==> src/rtl/stream_demux_pkg.sv <==
// rtl/stream_demux_pkg.sv - shared types and helpers for the stream demultiplexer
//
// Purpose: FSM state encoding and small elaboration-time helpers used by
//          stream_demux and demux_out_stage.
// Contents:
//   state_t      - IDLE (awaiting first beat), ROUTE (forwarding), DROP (discarding)
//   sel_in_range - true when a select value addresses an existing channel
//   sat_max      - all-ones value of a counter of the given width
package stream_demux_pkg;

  typedef enum logic [1:0] {
    IDLE  = 2'd0,
    ROUTE = 2'd1,
    DROP  = 2'd2
  } state_t;

  function automatic logic sel_in_range(input int unsigned sel, input int unsigned n_ch);
    return sel < n_ch;
  endfunction

  function automatic int unsigned sat_max(input int unsigned w);
    return (w >= 32) ? 32'hFFFF_FFFF : ((32'd1 << w) - 32'd1);
  endfunction

endpackage

==> src/rtl/demux_out_stage.sv <==
// rtl/demux_out_stage.sv - single-entry output register with per-lane fan-out
//
// Purpose: holds one beat plus its destination and presents it on exactly one
//          output lane; reports whether a new beat can be taken this cycle.
// Ports:
//   clk, rst_n            - clock, synchronous active-low reset
//   load                  - write load_* into the register this cycle
//   load_dest/data/last   - destination lane, payload and last flag of the beat
//   m_ready               - per-lane ready from downstream
//   ready                 - register is empty or drains this cycle
//   m_valid/m_data/m_last - per-lane outputs; idle lanes are driven to zero
module demux_out_stage
  import stream_demux_pkg::*;
#(
  parameter int N_CH   = 4,
  parameter int DATA_W = 8,
  parameter int SEL_W  = 2
) (
  input  logic                     clk,
  input  logic                     rst_n,
  input  logic                     load,
  input  logic [SEL_W-1:0]         load_dest,
  input  logic [DATA_W-1:0]        load_data,
  input  logic                     load_last,
  input  logic [N_CH-1:0]          m_ready,
  output logic                     ready,
  output logic [N_CH-1:0]          m_valid,
  output logic [N_CH*DATA_W-1:0]   m_data,
  output logic [N_CH-1:0]          m_last
);

  logic              out_full;
  logic [SEL_W-1:0]  out_dest;
  logic [DATA_W-1:0] out_data;
  logic              out_last;
  logic              sel_ready;

  // Only the ready of the lane currently holding the beat matters.
  always_comb begin
    sel_ready = 1'b0;
    for (int i = 0; i < N_CH; i++) begin
      if (out_dest == SEL_W'(i)) sel_ready = m_ready[i];
    end
  end

  assign ready = !out_full || sel_ready;

  // Gate on out_full so a drained register leaves every lane at zero.
  always_comb begin
    m_valid = '0;
    m_data  = '0;
    m_last  = '0;
    for (int i = 0; i < N_CH; i++) begin
      if (out_full && out_dest == SEL_W'(i)) begin
        m_valid[i]                  = 1'b1;
        m_data[i*DATA_W +: DATA_W]  = out_data;
        m_last[i]                   = out_last;
      end
    end
  end

  always_ff @(posedge clk) begin
    if (!rst_n) begin
      out_full <= 1'b0;
      out_dest <= '0;
      out_data <= '0;
      out_last <= 1'b0;
    end else if (load) begin
      out_full <= 1'b1;
      out_dest <= load_dest;
      out_data <= load_data;
      out_last <= load_last;
    end else if (out_full && sel_ready) begin
      out_full <= 1'b0;
    end
  end

endmodule

==> src/rtl/stream_demux.sv <==
// rtl/stream_demux.sv - registered 1-to-N packet stream demultiplexer
//
// Purpose: routes each packet of a valid/ready stream to one of N_CH channels,
//          selected on the first beat; packets to disabled or nonexistent
//          channels are swallowed and counted.
// Ports:
//   clk, rst_n                    - clock, synchronous active-low reset
//   s_valid/s_ready/s_data/s_last - upstream beat handshake and payload
//   s_sel, chan_en                - destination and channel enables (first beat only)
//   m_valid/m_ready/m_data/m_last - per-channel downstream streams
//   drop_err                      - one-cycle pulse per dropped packet
//   drop_cnt                      - saturating dropped-packet count
module stream_demux
  import stream_demux_pkg::*;
#(
  parameter int N_CH   = 4,
  parameter int DATA_W = 8,
  parameter int SEL_W  = 2,
  parameter int CNT_W  = 8
) (
  input  logic                     clk,
  input  logic                     rst_n,
  input  logic                     s_valid,
  output logic                     s_ready,
  input  logic [DATA_W-1:0]        s_data,
  input  logic                     s_last,
  input  logic [SEL_W-1:0]         s_sel,
  input  logic [N_CH-1:0]          chan_en,
  output logic [N_CH-1:0]          m_valid,
  input  logic [N_CH-1:0]          m_ready,
  output logic [N_CH*DATA_W-1:0]   m_data,
  output logic [N_CH-1:0]          m_last,
  output logic                     drop_err,
  output logic [CNT_W-1:0]         drop_cnt
);

  generate
    if (N_CH < 2 || (2 ** SEL_W) < N_CH) begin : g_bad_params
      $error("stream_demux: need N_CH >= 2 and 2**SEL_W >= N_CH");
    end
  endgenerate

  localparam logic [CNT_W-1:0] CNT_MAX = CNT_W'(sat_max(CNT_W));

  state_t           state, next_state;
  logic [SEL_W-1:0] cur_dest;
  logic [SEL_W-1:0] load_dest;
  logic             chan_hit;
  logic             route_ok;
  logic             stage_ready;
  logic             load;
  logic             drop_now;
  logic             ready_c;

  // chan_en lookup by select; selects past N_CH never match and read as disabled.
  always_comb begin
    chan_hit = 1'b0;
    for (int i = 0; i < N_CH; i++) begin
      if (s_sel == SEL_W'(i)) chan_hit = chan_en[i];
    end
  end

  assign route_ok = sel_in_range(32'(s_sel), N_CH) && chan_hit;

  always_comb begin
    next_state = state;
    load       = 1'b0;
    drop_now   = 1'b0;
    ready_c    = 1'b0;
    case (state)
      IDLE: begin
        if (!route_ok) begin
          // A doomed packet never waits on downstream.
          ready_c = 1'b1;
          if (s_valid) begin
            drop_now = 1'b1;
            if (!s_last) next_state = DROP;
          end
        end else begin
          ready_c = stage_ready;
          if (s_valid && stage_ready) begin
            load = 1'b1;
            if (!s_last) next_state = ROUTE;
          end
        end
      end
      ROUTE: begin
        ready_c = stage_ready;
        if (s_valid && stage_ready) begin
          load = 1'b1;
          if (s_last) next_state = IDLE;
        end
      end
      DROP: begin
        ready_c = 1'b1;
        if (s_valid && s_last) next_state = IDLE;
      end
      default: next_state = IDLE;
    endcase
  end

  assign s_ready   = rst_n && ready_c;
  assign load_dest = (state == IDLE) ? s_sel : cur_dest;

  always_ff @(posedge clk) begin
    if (!rst_n) begin
      state    <= IDLE;
      cur_dest <= '0;
      drop_err <= 1'b0;
      drop_cnt <= '0;
    end else begin
      state    <= next_state;
      drop_err <= drop_now;
      if (state == IDLE && load) cur_dest <= s_sel;
      if (drop_now && drop_cnt != CNT_MAX) drop_cnt <= drop_cnt + 1'b1;
    end
  end

  demux_out_stage #(
    .N_CH   (N_CH),
    .DATA_W (DATA_W),
    .SEL_W  (SEL_W)
  ) u_out (
    .clk       (clk),
    .rst_n     (rst_n),
    .load      (load),
    .load_dest (load_dest),
    .load_data (s_data),
    .load_last (s_last),
    .m_ready   (m_ready),
    .ready     (stage_ready),
    .m_valid   (m_valid),
    .m_data    (m_data),
    .m_last    (m_last)
  );

endmodule
==> config.mk <==
export PLATFORM = sky130hd
export DESIGN_NAME = stream_demux
export DESIGN_NICKNAME = d
export VERILOG_FILES = /design/src/rtl/stream_demux_pkg.sv /design/src/rtl/demux_out_stage.sv /design/src/rtl/stream_demux.sv
export SDC_FILE = /design/constraint.sdc
export NUM_CORES = 1
export LEC_CHECK = 0
export CAP_MARGIN = 20
export CORE_ASPECT_RATIO = 1.4
export CORE_UTILIZATION = 37
export DETAILED_ROUTE_END_ITERATION = 16
export PLACE_DENSITY = 0.71
export SLEW_MARGIN = 20
export SYNTH_ARGS = -nofsm -noshare
export SYNTH_HDL_FRONTEND = slang
export SYNTH_SLANG_ARGS = --single-unit
export TNS_END_PERCENT = 5
==> constraint.sdc <==
create_clock -name clk -period 2.9 [get_ports clk]
set_clock_uncertainty 0.15 [all_clocks]
set_input_delay 0.58 -clock clk [delete_from_list [all_inputs] [get_ports clk]]
set_output_delay 0.58 -clock clk [all_outputs]
set_load 0.05 [all_outputs]
==> metrics <==
Nets 287; CTS Buf Count 3; Util after Layout around three fifths; met3 routed wirelength 358 um; clk sinks 25; critical path required time 2.17 ns; Die X-Extent around 55 um; grt total ovfl 0; antenna cells 0; power per cell area ~350 nW/um2; Clk Latency, worst-skew pair between 0.2 and 0.3 ns; IR drop worst, VDD 0.000261 V; share of cells above drive strength 1 24.3%; routed len/inst between 10 and 15 um; XOR/XNOR Fraction of Synth Area 0.610%; CTS tree built; register area share after synthesis 34.8%; Antenna Violating Nets Remaining 0; Compound-Gate Fraction of Synth Area 19.5%; Setup violations, final 0; Synth Area in Adders 0.871%; die area 4140 um2; Final Critical Period 2.76 ns; mux cell area share after synthesis under 10%; top_reg_cell synth dfxtp_1; routed vias/inst 5.19; Clock transition at path regs 0.09 ns; Startpoint Class input pin; Post-synth EDFFs 0; Metal-1 WL approximately 1700 um; Slew Viols, Final 0; num ports about 70; synth unique cells 38; CP Capture Type output pin; root buffer cell clkbuf_8; maxcap violations 0; IO buf count 71; total length of routed met2 wires ~2000 um; Post-synth ARST share 0%; Setup TNS Final 0 ns; worst path arrival time 2.03 ns; Netlist Area Pre-Place 1440 um2; Final Hold Vio Count 0; DRC Markers 0; initial antenna violation count 0; Fmax 362 MHz; main combinational cell family by area after synthesis simple AND/OR/NAND/NOR gates; starting density of the core 39.1%; # fillers 370; Area Overhead vs Synth 56.3%; wirelength, routed 4100 um; global-route wire length before repair 6330 um; core box area around 3700 um2; htree depth 1; via count of the first global-routing pass 1389; worst hold path type reg2reg; outcome completed; r2r setup slk 0.85 ns; post-synthesis average cell area about 7.9 um2; Worst-Margin Slew between 0.5 and 0.6 ns; non-filler cells in the finished layout 305; register bit total from synthesis 25; Max-slew headroom between 60 and 70%; RSZ-0062 raised after global routing false; syn nets 205; Die Y roughly 76 um; Total GRT Usage about 20%; Post-Synth Simple-Gate Area 34.4%; worst-path maximum fanout 2; First-pass DRT Iterations 5; power consumption 0.796 mW; pin count of the biggest net entering global routing 24; yosys warns 0; number of hold buffers added after cts 0; Mapped Cells 182; DRT iter0 DRCs 32; Rows 26; Leakage around 0.95 nW; final period utilization approximately 95%; Final HPWL DP 3120 um; top routing layer used met4; clock buffer depth 2; Crit Path Class in2out; Vias 1582; DP Cell Count 300; GPL Wtd Cong 0.862
[cell families after synthesis]
logic type                 count (synthesis)
and+or+nand+nor                           86
AOI/OAI and AO/OA                         48
DFF                                       25
buffers and inverters                     15
muxes                                      6
xor gates and xnor gates                   1
adders and majority gates                  1
[repair_timing]
action,CTS,global route
gates cloned,0,0
setup buffers,1,0
gates resized for setup,0,3
pin swaps,1,1
endpoints found under the hold margin,0,0
setup endpoints to repair,1,1
[power by group]
| group | leakage (nW) | switching [mW] | total [mW] | internal, mW |
|---|---|---|---|---|
| registers | 0.204 | 0.0194 | 0.381 | 0.362 |
| clock network | 0.0255 | 0.112 | 0.208 | 0.0962 |
| logic | 0.717 | 0.111 | 0.207 | 0.0955 |
| total | 0.946 | 0.243 | 0.796 | 0.554 |
[final cells by class]
cell class / count / area, um2 / area share [%]
clock inverter: 1 / 5.00 / 0.223
sequential: 25 / 500 / 22.3
timing repair buffer: 86 / 748 / 33.3
clock buffer: 3 / 41.3 / 1.84
tap: 42 / 52.6 / 2.34
inverter: 6 / 22.5 / 1.00
multi-input combinational: 142 / 875 / 39.0
[worst max-delay path, stage by stage]
cell and delay (ns):
clkdlybuf4s50_1 0.42, mux4_2 0.50, a21oi_2 0.14, a21oi_1 0.05
nor2_1 0.15, clkbuf_16 0.19
[through the flow]
| step | instance area [um2] | hold slack (ns) | setup WS [ns] |
|---|---|---|---|
| floorplan | 1440 | 0.295 | 0.170 |
| global placement | 2180 | 0.309 | -0.0223 |
| detailed placement | 2180 | 0.317 | -0.0273 |
| CTS | 2230 | 0.331 | 0.00610 |
| global route | 2240 | 0.358 | 0.0816 |
| finish | 2240 | 0.328 | 0.139 |
[flip-flops by register name, indices dropped and copies added, names as in the netlist]
register        cells
drop_cnt            8
u_out.out_data      8
cur_dest            2
state               2
u_out.out_dest      2
drop_err            1
u_out.out_full      1
u_out.out_last      1
[path summary, 6_finish.rpt]
kind | start | endpoint | depth (start not counted)
worst max-delay path | chan_en[3] | s_ready | 6
worst min register to register | cur_dest[1] | cur_dest[1] | 2
worst min-delay path | cur_dest[1] | cur_dest[1] | 2
worst max register to register | drop_cnt[0] | drop_cnt[4] | 6
[synthesized netlist by cell type, types with 2 or more instances]
cell / number / area, um2
and2_1: 36 / 225
dfxtp_1: 25 / 500
a21oi_1: 21 / 105
o21ai_0: 15 / 75.1
nand3_1: 12 / 60.1
nor2_1: 8 / 30.0
nand2_1: 7 / 26.3
clkbuf_1: 6 / 22.5
inv_1: 6 / 22.5
nor4_1: 4 / 25.0
o31ai_1: 4 / 30.0
and3_1: 3 / 18.8
mux2i_1: 3 / 30.0
or3_1: 3 / 18.8
a311o_1: 2 / 20.0
mux2_2: 2 / 22.5
nand2b_1: 2 / 12.5
nand4_1: 2 / 12.5
nor2b_1: 2 / 12.5
[cells in the final DEF (no fill, tap or decap), drive strengths merged]
master	count
a2111oi	1
a21oi	21
a311o	2
a31oi	1
and2	36
and3	3
buf	52
clkbuf	4
clkdlybuf4s50	32
clkinv	1
dfxtp	25
dlymetal6s2s	1
ha	1
inv	6
mux2	2
mux2i	3
mux4	1
nand2	7
nand2b	2
nand3	12
nand4	2
nand4b	1
nor2	8
nor2b	2
nor3	1
nor4	4
o21ai	15
o221a	1
o221ai	1
o22a	1
o22ai	1
o31ai	4
or2	1
or2b	1
or3	3
or3b	1
or4	2
xor2	1
[metal layers]
metal  up-vias  GRT usage (%)
met4         0           7.12
met2        72           36.4
met1       696           24.4
met3         4           2.99
met5         -              0
li1        810              -
No activity file was read; power rests on OpenSTA's default activity.
